[src/rtl/iosc_ctrl.sv]
`timescale 1ns/1ps
// iosc_ctrl: services the IOSC units (INS_PC, INS_AR, OTH) on the unit-enable bus by
// running one req/ack transaction on the external memory/peripheral port per request.
module iosc_ctrl #(
   parameter int unsigned DATA_WIDTH = 8,
   parameter int unsigned ADDR_WIDTH = 8,
   parameter int unsigned TIMEOUT    = 16
) (
   input  logic                  clk,
   input  logic                  rst,
   input  logic [15:0]           i_unit_ien,
   input  logic [15:0]           i_unit_oen,
   input  logic [ADDR_WIDTH-1:0] i_pc,
   input  logic [ADDR_WIDTH-1:0] i_ar,
   input  logic [DATA_WIDTH-1:0] i_bus_data,
   output logic [DATA_WIDTH-1:0] o_bus_data,
   output logic                  o_bus_valid,
   output logic                  o_busy,
   output logic                  o_done,
   output logic                  o_err,
   output logic                  o_pc_inc,
   output logic                  o_mem_req,
   output logic                  o_mem_we,
   output logic                  o_mem_sel,
   output logic [ADDR_WIDTH-1:0] o_mem_addr,
   output logic [DATA_WIDTH-1:0] o_mem_wdata,
   input  logic                  i_mem_ack,
   input  logic [DATA_WIDTH-1:0] i_mem_rdata
);

   localparam int unsigned CNT_W = (TIMEOUT > 2) ? $clog2(TIMEOUT) : 1;
   localparam logic [CNT_W-1:0] CNT_LAST = CNT_W'(TIMEOUT - 1);

   typedef enum logic [1:0] {
      ST_IDLE = 2'd0,
      ST_REQ  = 2'd1,
      ST_DONE = 2'd2
   } state_t;

   state_t           state;
   logic [CNT_W-1:0] cnt;
   logic             rd_q;
   logic             pc_q;

   logic [2:0] oen_hit;
   logic [2:0] ien_hit;
   logic [2:0] unit_vec;
   logic       trig;
   logic       illegal;
   logic       rd_req;
   logic       pick_pc;
   logic       pick_oth;
   logic       unused_enables;

   // Core-register and spare enable bits belong to other responders.
   assign unused_enables = ^{i_unit_oen[15:14], i_unit_oen[10:0],
                             i_unit_ien[15:14], i_unit_ien[10:0]};

   // Request decode; a legal request has IOSC bits in only one vector, so OR-ing
   // them yields that vector, and the lowest set bit picks the unit.
   always_comb begin
      oen_hit  = i_unit_oen[13:11];
      ien_hit  = i_unit_ien[13:11];
      unit_vec = oen_hit | ien_hit;
      trig     = |unit_vec;
      illegal  = (|oen_hit) && (|ien_hit);
      rd_req   = |oen_hit;
      pick_pc  = unit_vec[0];
      pick_oth = !unit_vec[0] && !unit_vec[1];
   end

   always_ff @(posedge clk or posedge rst) begin
      if (rst) begin
         state       <= ST_IDLE;
         cnt         <= '0;
         rd_q        <= 1'b0;
         pc_q        <= 1'b0;
         o_bus_data  <= '0;
         o_bus_valid <= 1'b0;
         o_busy      <= 1'b0;
         o_done      <= 1'b0;
         o_err       <= 1'b0;
         o_pc_inc    <= 1'b0;
         o_mem_req   <= 1'b0;
         o_mem_we    <= 1'b0;
         o_mem_sel   <= 1'b0;
         o_mem_addr  <= '0;
         o_mem_wdata <= '0;
      end else begin
         o_bus_valid <= 1'b0;
         o_done      <= 1'b0;
         o_err       <= 1'b0;
         o_pc_inc    <= 1'b0;
         case (state)
            ST_IDLE: begin
               if (trig) begin
                  o_busy <= 1'b1;
                  if (illegal) begin
                     state  <= ST_DONE;
                     o_done <= 1'b1;
                     o_err  <= 1'b1;
                     rd_q   <= 1'b0;
                     pc_q   <= 1'b0;
                  end else begin
                     state       <= ST_REQ;
                     cnt         <= '0;
                     o_mem_req   <= 1'b1;
                     o_mem_we    <= !rd_req;
                     o_mem_sel   <= pick_oth;
                     o_mem_addr  <= pick_pc ? i_pc : i_ar;
                     o_mem_wdata <= i_bus_data;
                     rd_q        <= rd_req;
                     pc_q        <= rd_req && pick_pc;
                  end
               end
            end
            ST_REQ: begin
               // Ack on the final counted cycle still completes without error.
               if (i_mem_ack || (cnt == CNT_LAST)) begin
                  state       <= ST_DONE;
                  cnt         <= '0;
                  o_mem_req   <= 1'b0;
                  o_done      <= 1'b1;
                  o_err       <= !i_mem_ack;
                  o_bus_valid <= rd_q;
                  o_pc_inc    <= pc_q;
                  if (rd_q) begin
                     o_bus_data <= i_mem_ack ? i_mem_rdata : '0;
                  end
               end else begin
                  cnt <= cnt + CNT_W'(1);
               end
            end
            ST_DONE: begin
               state  <= ST_IDLE;
               o_busy <= 1'b0;
            end
            default: begin
               state     <= ST_IDLE;
               o_busy    <= 1'b0;
               o_mem_req <= 1'b0;
            end
         endcase
      end
   end

endmodule

[config.mk]
export PLATFORM = sky130hd
export DESIGN_NAME = iosc_ctrl
export DESIGN_NICKNAME = d
export VERILOG_FILES = /design/src/rtl/iosc_ctrl.sv
export SDC_FILE = /design/constraint.sdc
export NUM_CORES = 1
export LEC_CHECK = 0
export CAP_MARGIN = 20
export CORE_ASPECT_RATIO = 1.2
export CORE_MARGIN = 10
export CORE_UTILIZATION = 41
export CTS_CLUSTER_SIZE = 24
export DETAILED_ROUTE_END_ITERATION = 6
export PLACE_DENSITY = 0.95
export SLEW_MARGIN = 15
export SYNTH_ARGS = -nofsm -noshare
export SYNTH_HDL_FRONTEND = slang
export SYNTH_SLANG_ARGS = --single-unit
[constraint.sdc]
create_clock -name clk -period 2.7 [get_ports clk]
set_input_delay 0.405 -clock clk [delete_from_list [all_inputs] [get_ports clk]]
set_output_delay 0.405 -clock clk [all_outputs]
set_load 0.01 [all_outputs]
# --- After elaboration in Yosys (flattened, before gate mapping) ---
# Index checks and enable logic that the tools add are counted.
classes:
  add_sub_neg: 1
  mul: 0
  div: 0
  magnitude_cmp: 0
  n_eq_ne: 6
  shifts: 0
  n_mux: 28
  bitwise: 4
  n_reduce_logical: 20
ops:
  columns: ["op", "count"]
  rows:
  - ["$mux 8", 2]
  - ["$mux 1", 14]
  - ["$mux 4", 3]
  - ["$reduce_and 3->1", 3]
  - ["$reduce_or 3->1", 3]
  - ["$pmux 4 s2", 1]
  - ["$mux 2", 3]
  - ["$ne 2x2->1 const B", 3]
  - ["$pmux 1 s2", 3]
  - ["$reduce_and 2->1", 3]
  - ["$add 4x1->4 const B", 1]
  - ["$eq 4x4->1 const B", 1]
  - ["$logic_not 1->1", 4]
  - ["$pmux 2 s2", 1]
  - ["$reduce_and 4->1", 1]
  - ["$logic_and 1x1->1", 3]
  - ["$not 1->1", 3]
  - ["$or 3x3->3", 1]
  - ["$pmux 1 s3", 1]
  - ["$eq 2x1->1 const B", 1]
  - ["$eq 2x2->1 const B", 1]
  - ["$logic_not 2->1", 1]
  - ["$reduce_bool 2->1", 1]
  - ["$logic_or 1x1->1", 1]
totals:
  regBits: 40
  latch_bits: 0
  ram_bits: 0
  mem_bits_ro: 0
  inputBits: 67
  output_inout_bits: 32
  n_memories: 0

# --- Depth between registers and ports, before layout ---
# Gate-level depths: netlist of run 1.
depth:
  word_depth: 5
  mapped_depth: 7
  depth_no_buf: 5

# --- Worst setup path before layout of run 1 ---
# Ideal clock, no wire load.
synth_timing:
  path_kind: "reg2reg"
  startpoint: "register cnt[0]"
  endpoint: "register o_bus_data[4]"
  setup_time_ns: 0.130
  arrival_ns: 1.520
  setup_slack_ns: 1.050
  path_stages_with_launch: 8
  n_path_buf: 2
  period_less_slack_ns: 1.650
  cell_sequence: "dfrtp_1 ha_1 and3_1 o211a_1 clkbuf_1 clkbuf_1 nand3_1 o21ai_0"
synth_via:
  elab_chain_len: 3
synth_rtl:
  columns: ["element", "line", "source"]
  rows:
  - ["from (decl)", "41", "logic [CNT_W-1:0] cnt;"]
  - ["from (signal assigned)", "131", "cnt <= cnt + CNT_W'(1);"]
  - ["$eq 4x4->1", "119", "if (i_mem_ack || (cnt == CNT_LAST)) begin"]
  - ["$logic_or 1x1->1", "119", null]
  - ["$reduce_and 3->1 (no source line)", null, null]
  - ["to (signal assigned)", "128", "o_bus_data <= i_mem_ack ? i_mem_rdata : '0;"]
  - ["to (decl)", "16", "output logic [DATA_WIDTH-1:0] o_bus_data,"]
# Every way passes these cells.
# A chain may end at the register's enable or synchronous reset.

# --- Final worst setup path of run 1 ---
layout_timing:
  startpoint: "input port i_unit_ien[11]"
  endpoint: "register o_mem_addr[5]"
layout_via:
  elab_chain_len: 4
  elab_cells_between_ends: 7
layout_rtl:
  columns: ["element", "line", "source"]
  rows:
  - ["from (decl)", "11", "input logic [15:0] i_unit_ien,"]
  - ["$reduce_or 3->1", "66", "illegal = (|oen_hit) && (|ien_hit);"]
  - ["$logic_and 1x1->1", "66", null]
  - ["$not 1->1 (no source line)", null, null]
  - ["$reduce_and 3->1 (no source line)", null, null]
  - ["to (signal assigned)", "110", "o_mem_addr <= pick_pc ? i_pc : i_ar;"]
  - ["to (decl)", "25", "output logic [ADDR_WIDTH-1:0] o_mem_addr,"]
# Parallel ways exist; a longest one is shown, timed or not.

==> run_results.csv, run 1 <==
group,metric,value,unit
floorplanning,die-area,7350,sq um
logic_synthesis,postSynthNetCount,224,
timing,timing.slew.headroom,64.5,%
finish,post_route_cells_drive_above_1_share,11.2,%
finish,multi_input_area,691,sq um
timing,max_clock_freq,526,MHz
critical_path,endpoint_of_the_worst_register_to_register_path,"o_bus_data[3]$_DFFE_PP0P_",
logic_synthesis,synth-seq-cells,40,
timing,final.period_utilization,70.4,%
logic_synthesis,cell_area_after_synthesis,1770,sq um
timing,slew_worst_pin,0.531,ns
placement,place.detailed.hpwl,3590,um
global_routing,grt_first_pass_wirelength,7660,um
route,detail_route.drc_violations,0,
global_routing,gr-total-overflow,0,
finish,nets,300,
power,vdd_ir_drop_max,0.464,mV
logic_synthesis,synthDominantCellAreaShare,56.6,%
floorplanning,die_height,91.9,um
critical_path,critical_path.endpoint,"o_mem_addr[5]$_DFFE_PP0P_",
worst_hold_path,worst_min_path_class,"reg -> reg",
critical_path,r2r_slack,1.04,ns
critical_path,crit_path_max_incr_delay,0.51,ns
floorplanning,die_w,79.9,um
finish,flow.area_growth_from_synthesis,51.0,%
route,wire_per_inst,16.1,um
clock_network,cts.hold.buffers_added,0,
critical_path,critical_path.top_delay_family,"buffers and inverters",
route,drt-met1-wl,1760,um
route,drt-total-wl,4660,um
logic_synthesis,synth_adder_area_share,0.708,%
critical_path,sort_of_element_at_the_start_of_the_critical_path,"input port",
route,dr.max_layer_used,"met4",
power,p_leak,0.00115,uW
timing,finalClockSkew,0.00476,ns
logic_synthesis,muxShareOfSynthArea,11.5,%
logic_synthesis,post_synth_xor_area_fraction,1.56,%
logic_synthesis,post_synthesis_compound_gate_area_fraction,15.1,%
finish,finalInstanceArea,2670,sq um
clock_network,clkLatencyLatePin,0.30,ns
finish,commonest_cells_after_routing_fill_and_taps_aside,"72 x sky130_fd_sc_hd__clkdlybuf4s50_1, 40 x sky130_fd_sc_hd__dfrtp_1, 13 x sky130_fd_sc_hd__a21oi_1, 13 x sky130_fd_sc_hd__inv_1",
floorplanning,placementRows,26,
route,met3_length,322,um
critical_path,critical-path-slowest-cell,"sky130_fd_sc_hd__nor3_4",
critical_path,origin_of_the_critical_flop_to_flop_path,"cnt[0]$_DFFE_PP0P_",
logic_synthesis,yosysWarningCount,0,
critical_path,r2r.worst_path.cells,5,
logic_synthesis,yosys.area_share.simple,10.2,%
logic_synthesis,synthTopCellsByArea,"sky130_fd_sc_hd__dfrtp_1 57%, sky130_fd_sc_hd__mux2_2 6.4%, sky130_fd_sc_hd__mux2i_1 5.1%, sky130_fd_sc_hd__a21oi_1 3.7%, sky130_fd_sc_hd__a31oi_1 2.8%",
clock_network,ctsRootBufferMaster,"sky130_fd_sc_hd__clkbuf_8",
logic_synthesis,sequential_element_share_of_the_synthesized_area,56.6,%
timing,timing.setup.tns,0,ns
clock_network,clockBufferDepth,2,
timing,time_the_final_worst_path_needs_with_i_o_delays_and_setup,1.90,ns
critical_path,critPathArrivalTime,2.12,ns
clock_network,cts_sinks,40,
finish,fillers,334,
route,detailedRoute.firstPassIterationCount,4,
logic_synthesis,area_leader_netlist,"sky130_fd_sc_hd__dfrtp_1",
clock_network,cts_max_level,2,
clock_network,cts_resized,0,
global_routing,track_usage,13.4,%
outcome,outcome,"completed",
global_routing,grt_max_degree,41,
timing,slew_violations,0,
route,route.antenna.remaining_nets,0,
flow_run,max-cap-violations,0,
logic_synthesis,dominant_combinational_cell_family_by_area_after_synthesis,"compound AO/OA/AOI/OAI gates",
clock_network,cts.reportedPaths.clkPinSlew,0.08,ns
timing,grt_setup_unrepaired,"false",
floorplanning,ioPinCount,99,
critical_path,logic_depth_of_the_worst_setup_path_including_buffers,6,
finish,diodes,0,
critical_path,critical_path.endpoint_type,"flip-flop",
placement,portbufs,72,
logic_synthesis,synthCells,156,
finish,sequential_cell_area,1000,sq um
placement,place.gp.congestion,0.736,
timing,hold_viol_final,0,
critical_path,crit_required,2.92,ns
critical_path,cp_num_buf_inv,2,
critical_path,timing.critical_path.fanout_max,17,
global_routing,antenna_found_initial,0,
clock_network,cts_inserted_buffers,5,
critical_path,worstPathCellList,"clkdlybuf4s50_1 -> nor3_4 -> xor2_4 -> buf_4 -> a21oi_1 -> a31oi_1",
logic_synthesis,synth.avg_cell_area,11.3,sq um
route,drt-initial-drc-count,58,
global_routing,vias_in_the_first_global_route,1608,
power,cellPowerDensity,965,nW/um^2
logic_synthesis,synthDistinctLibCells,30,
finish,layout.cells.non_filler,289,
clock_network,cts_setup_buffers,0,
placement,dp.cells,281,
critical_path,worst-setup-path-type,"in -> reg",
route,vias,1455,
critical_path,cp-startpoint,"i_unit_ien[11]",
route,wl_met2,2480,um
placement,post_dp_cell_area,2560,sq um
floorplanning,fp.coreArea,4230,sq um
floorplanning,initial_standard_cell_utilization_of_the_core,41.8,%
route,vias_per_cell,5.03,
clock_network,clock_tree_from_tritoncts,"built",
timing,report.final.setup_viol,0,
finish,layout.cells.most_common,"sky130_fd_sc_hd__clkdlybuf4s50_1",
==> final cells by class <==
class / count / share of cell area, %
Sequential cell: 40 / 37.5
Clock inverter: 2 / 1.31
Inverter: 13 / 1.83
Multi-Input combinational cell: 96 / 25.9
Clock buffer: 6 / 2.72
Tap cell: 56 / 2.63
Timing Repair Buffer: 76 / 28.1
==> cells in the mapped netlist <==
cell type,n
sky130_fd_sc_hd__a21o_1,1
sky130_fd_sc_hd__a21oi_1,13
sky130_fd_sc_hd__a22o_1,1
sky130_fd_sc_hd__a31oi_1,8
sky130_fd_sc_hd__a32o_1,1
sky130_fd_sc_hd__and3_1,1
sky130_fd_sc_hd__buf_2,1
sky130_fd_sc_hd__clkbuf_1,6
sky130_fd_sc_hd__dfrtp_1,40
sky130_fd_sc_hd__ha_1,1
sky130_fd_sc_hd__inv_1,13
sky130_fd_sc_hd__mux2_2,10
sky130_fd_sc_hd__mux2i_1,9
sky130_fd_sc_hd__nand2_1,4
sky130_fd_sc_hd__nand2_4,1
sky130_fd_sc_hd__nand2b_1,1
sky130_fd_sc_hd__nand3_1,10
sky130_fd_sc_hd__nor2_1,9
sky130_fd_sc_hd__nor2b_1,1
sky130_fd_sc_hd__nor3_1,2
sky130_fd_sc_hd__nor3_4,2
sky130_fd_sc_hd__o211a_1,1
sky130_fd_sc_hd__o21ai_0,10
sky130_fd_sc_hd__o21ai_1,1
sky130_fd_sc_hd__o22ai_1,1
sky130_fd_sc_hd__o2bb2ai_1,2
sky130_fd_sc_hd__o32a_1,2
sky130_fd_sc_hd__o41ai_1,2
sky130_fd_sc_hd__or3b_2,1
sky130_fd_sc_hd__xor2_4,1
==> metrics by stage <==
step	hold WS [ns]	util, %	power (uW)	setup WS (ns)
floorplan	0.466	-	1470	1.05
finish	0.509	63.1	2570	0.800
global placement	0.478	60.6	2070	0.548
detailed placement	0.490	60.6	2110	0.501
CTS	0.507	63.1	2600	0.806
global route	0.529	63.1	2740	0.667
==> flip-flops by register name (all words and copies together) (netlist names) <==
register	flops
cnt	4
o_bus_data	8
o_done	1
o_bus_valid	1
o_mem_sel	1
state	2
pc_q	1
o_mem_req	1
o_mem_we	1
o_busy	1
o_mem_addr	8
o_mem_wdata	8
o_pc_inc	1
rd_q	1
o_err	1
==> routing by layer <==
metal | GRT usage [%] | vias to the layer above
met3 | 5.76 | 8
met1 | 13.4 | 696
met4 | 5.44 | 0
li1 | - | 708
met5 | 0 | -
met2 | 23.5 | 43
==> worst min-delay path by stage <==
stage	from	endpoint	slack [ns]	cells after the start
final	o_mem_wdata[0]$_DFFE_PP0P_	o_mem_wdata[0]$_DFFE_PP0P_	0.51	1
after detailed placement	pc_q$_DFFE_PP0P_	pc_q$_DFFE_PP0P_	0.49	1
after global routing	o_mem_wdata[0]$_DFFE_PP0P_	o_mem_wdata[0]$_DFFE_PP0P_	0.53	1
after global placement	pc_q$_DFFE_PP0P_	pc_q$_DFFE_PP0P_	0.48	1
after floorplan	pc_q$_DFFE_PP0P_	pc_q$_DFFE_PP0P_	0.47	1
after CTS	pc_q$_DFFE_PP0P_	pc_q$_DFFE_PP0P_	0.51	1
==> logic make-up after synthesis <==
family / Yosys count
adders and majority gates: 1
muxes: 19
xor gates and xnor gates: 1
AOI/OAI and AO/OA: 43
DFF: 40
buffers and inverters: 20
and+or+nand+nor: 32
==> power breakdown <==
| group | switching [uW] | internal (uW) |
|---|---|---|
| Sequential | 166 | 850 |
| Combinational | 458 | 616 |
| Clock | 210 | 274 |
Power figures use the tool's default switching activity.
==> run 2, diff against run 1 <==
CORE_UTILIZATION = 38   (was 41)
PLACE_DENSITY = 0.89   (was 0.95)
clock period = 1.95 ns   (was 2.7 ns; I/O delays follow)
==> run_results.csv, run 2 (synthesis gave the netlist of run 1 again) <==
group,metric,value,unit
timing,slew_violations,0,
floorplanning,fp.coreArea,4560,sq um
critical_path,origin_of_the_critical_flop_to_flop_path,"cnt[0]$_DFFE_PP0P_",
critical_path,sort_of_element_at_the_start_of_the_critical_path,"flip-flop",
finish,sequential_cell_area,1000,sq um
clock_network,cts.reportedPaths.clkPinSlew,0.08,ns
timing,slew_worst_pin,0.530,ns
route,route.antenna.remaining_nets,0,
floorplanning,die_height,94.7,um
finish,diodes,0,
critical_path,endpoint_of_the_worst_register_to_register_path,"o_bus_data[5]$_DFFE_PP0P_",
floorplanning,placementRows,27,
finish,nets,304,
global_routing,track_usage,11.8,%
route,vias_per_cell,4.91,
route,drt-initial-drc-count,79,
clock_network,clockBufferDepth,2,
clock_network,cts_setup_buffers,0,
worst_hold_path,worst_min_path_class,"in -> async",
placement,place.gp.congestion,0.717,
timing,timing.slew.headroom,64.5,%
critical_path,crit_required,2.10,ns
timing,report.final.setup_viol,0,
finish,fillers,405,
power,p_leak,0.00116,uW
finish,layout.cells.non_filler,295,
critical_path,critical-path-slowest-cell,"sky130_fd_sc_hd__dfrtp_1",
finish,post_route_cells_drive_above_1_share,13.1,%
critical_path,worst-setup-path-type,"reg -> reg",
outcome,outcome,"completed",
global_routing,grt_first_pass_wirelength,7260,um
placement,place.detailed.hpwl,3600,um
clock_network,cts_max_level,2,
route,wire_per_inst,15.2,um
floorplanning,initial_standard_cell_utilization_of_the_core,38.8,%
finish,multi_input_area,691,sq um
floorplanning,die-area,7790,sq um
route,detail_route.drc_violations,0,
clock_network,cts.hold.buffers_added,0,
critical_path,r2r_slack,0.27,ns
finish,finalInstanceArea,2690,sq um
clock_network,cts_inserted_buffers,5,
finish,largest_registers,"o_bus_data: 8 flops, o_mem_addr: 8 flops, o_mem_wdata: 8 flops",
clock_network,cts_sinks,40,
critical_path,r2r.worst_path.cells,5,
timing,time_the_final_worst_path_needs_with_i_o_delays_and_setup,1.68,ns
timing,timing.setup.tns,0,ns
placement,dp.cells,287,
timing,fin_worst_hold_slack,0.267,ns
critical_path,crit_path_max_incr_delay,0.42,ns
clock_network,ctsRootBufferMaster,"sky130_fd_sc_hd__clkbuf_8",
critical_path,timing.critical_path.fanout_max,17,
timing,hold_viol_final,0,
finish,flow.area_growth_from_synthesis,52.2,%
placement,post_dp_cell_area,2590,sq um
placement,portbufs,72,
global_routing,vias_in_the_first_global_route,1543,
global_routing,grt_max_degree,18,
critical_path,cp_num_buf_inv,0,
critical_path,critPathArrivalTime,1.83,ns
route,vias,1448,
critical_path,critical_path.top_delay_family,"compound AO/OA/AOI/OAI gates",
floorplanning,ioPinCount,99,
route,drt-total-wl,4490,um
power,vdd_ir_drop_max,0.611,mV
clock_network,cts_resized,0,
clock_network,clkLatencyLatePin,0.29,ns
global_routing,antenna_found_initial,0,
timing,final.period_utilization,86.0,%
power,cellPowerDensity,1290,nW/um^2
timing,max_clock_freq,596,MHz
flow_run,max-cap-violations,0,
timing,grt_setup_unrepaired,"false",
timing,finalClockSkew,0.0106,ns
floorplanning,die_w,82.3,um
route,detailedRoute.firstPassIterationCount,4,
critical_path,worstPathCellList,"ha_1 -> and3_1 -> o211a_1 -> nand3_1 -> o21ai_0",
finish,commonest_cells_after_routing_fill_and_taps_aside,"72 x sky130_fd_sc_hd__clkdlybuf4s50_1, 40 x sky130_fd_sc_hd__dfrtp_1, 13 x sky130_fd_sc_hd__a21oi_1",
global_routing,gr-total-overflow,0,
clock_network,clock_tree_from_tritoncts,"built",
critical_path,critical_path.endpoint_type,"flip-flop",
finish,layout.cells.most_common,"sky130_fd_sc_hd__clkdlybuf4s50_1",
-- run 2: worst max-delay path by stage --
stage | startpoint | to | slack [ns] | cells after the start
2_1_floorplan | cnt[0]$_DFFE_PP0P_ | o_bus_data[4]$_DFFE_PP0P_ | 0.30 | 7
3_3_place_gp | i_unit_ien[11] | o_mem_wdata[6]$_DFFE_PP0P_ | 0.08 | 5
3_5_place_dp | i_unit_ien[11] | o_mem_wdata[6]$_DFFE_PP0P_ | 0.05 | 5
4_1_cts | cnt[0]$_DFFE_PP0P_ | o_bus_data[5]$_DFFE_PP0P_ | 0.26 | 5
5_1_grt | cnt[0]$_DFFE_PP0P_ | o_bus_data[6]$_DFFE_PP0P_ | 0.15 | 5
6_report | cnt[0]$_DFFE_PP0P_ | o_bus_data[5]$_DFFE_PP0P_ | 0.27 | 5
-- run 2: power by group --
part / internal [uW] / switching, uW
sequential: 1180 / 229
clock: 289 / 287
combinational: 856 / 620
total: 2320 / 1140
-- run 2: metrics by stage --
step / utilization [%] / total power (uW) / setup WS, ns
detailed placement: 56.9 / 2930 / 0.0526
floorplan: - / 2040 / 0.300
CTS: 59.0 / 3520 / 0.264
global placement: 56.9 / 2870 / 0.0796
global route: 59.0 / 3680 / 0.150
finish: 59.0 / 3460 / 0.273
-- run 2: area by class of cell --
class | count | share of cell area [%]
clock buffers | 6 | 3.07
clock inverters | 2 | 0.512
inverters | 13 | 1.81
multi-input cells | 96 | 25.7
flip-flops and latches | 40 | 37.2
well taps | 58 | 2.70
repair buffers | 80 | 29.0
-- run 2: per-layer routing --
metal | global-route usage (%) | routed length, um | up-vias
met5 | 0 | 0 | -
met1 | 12.6 | 1780 | 687
li1 | - | - | 714
met3 | 3.80 | 304 | 6
met4 | 4.55 | 62 | 0
met2 | 20.6 | 2340 | 41
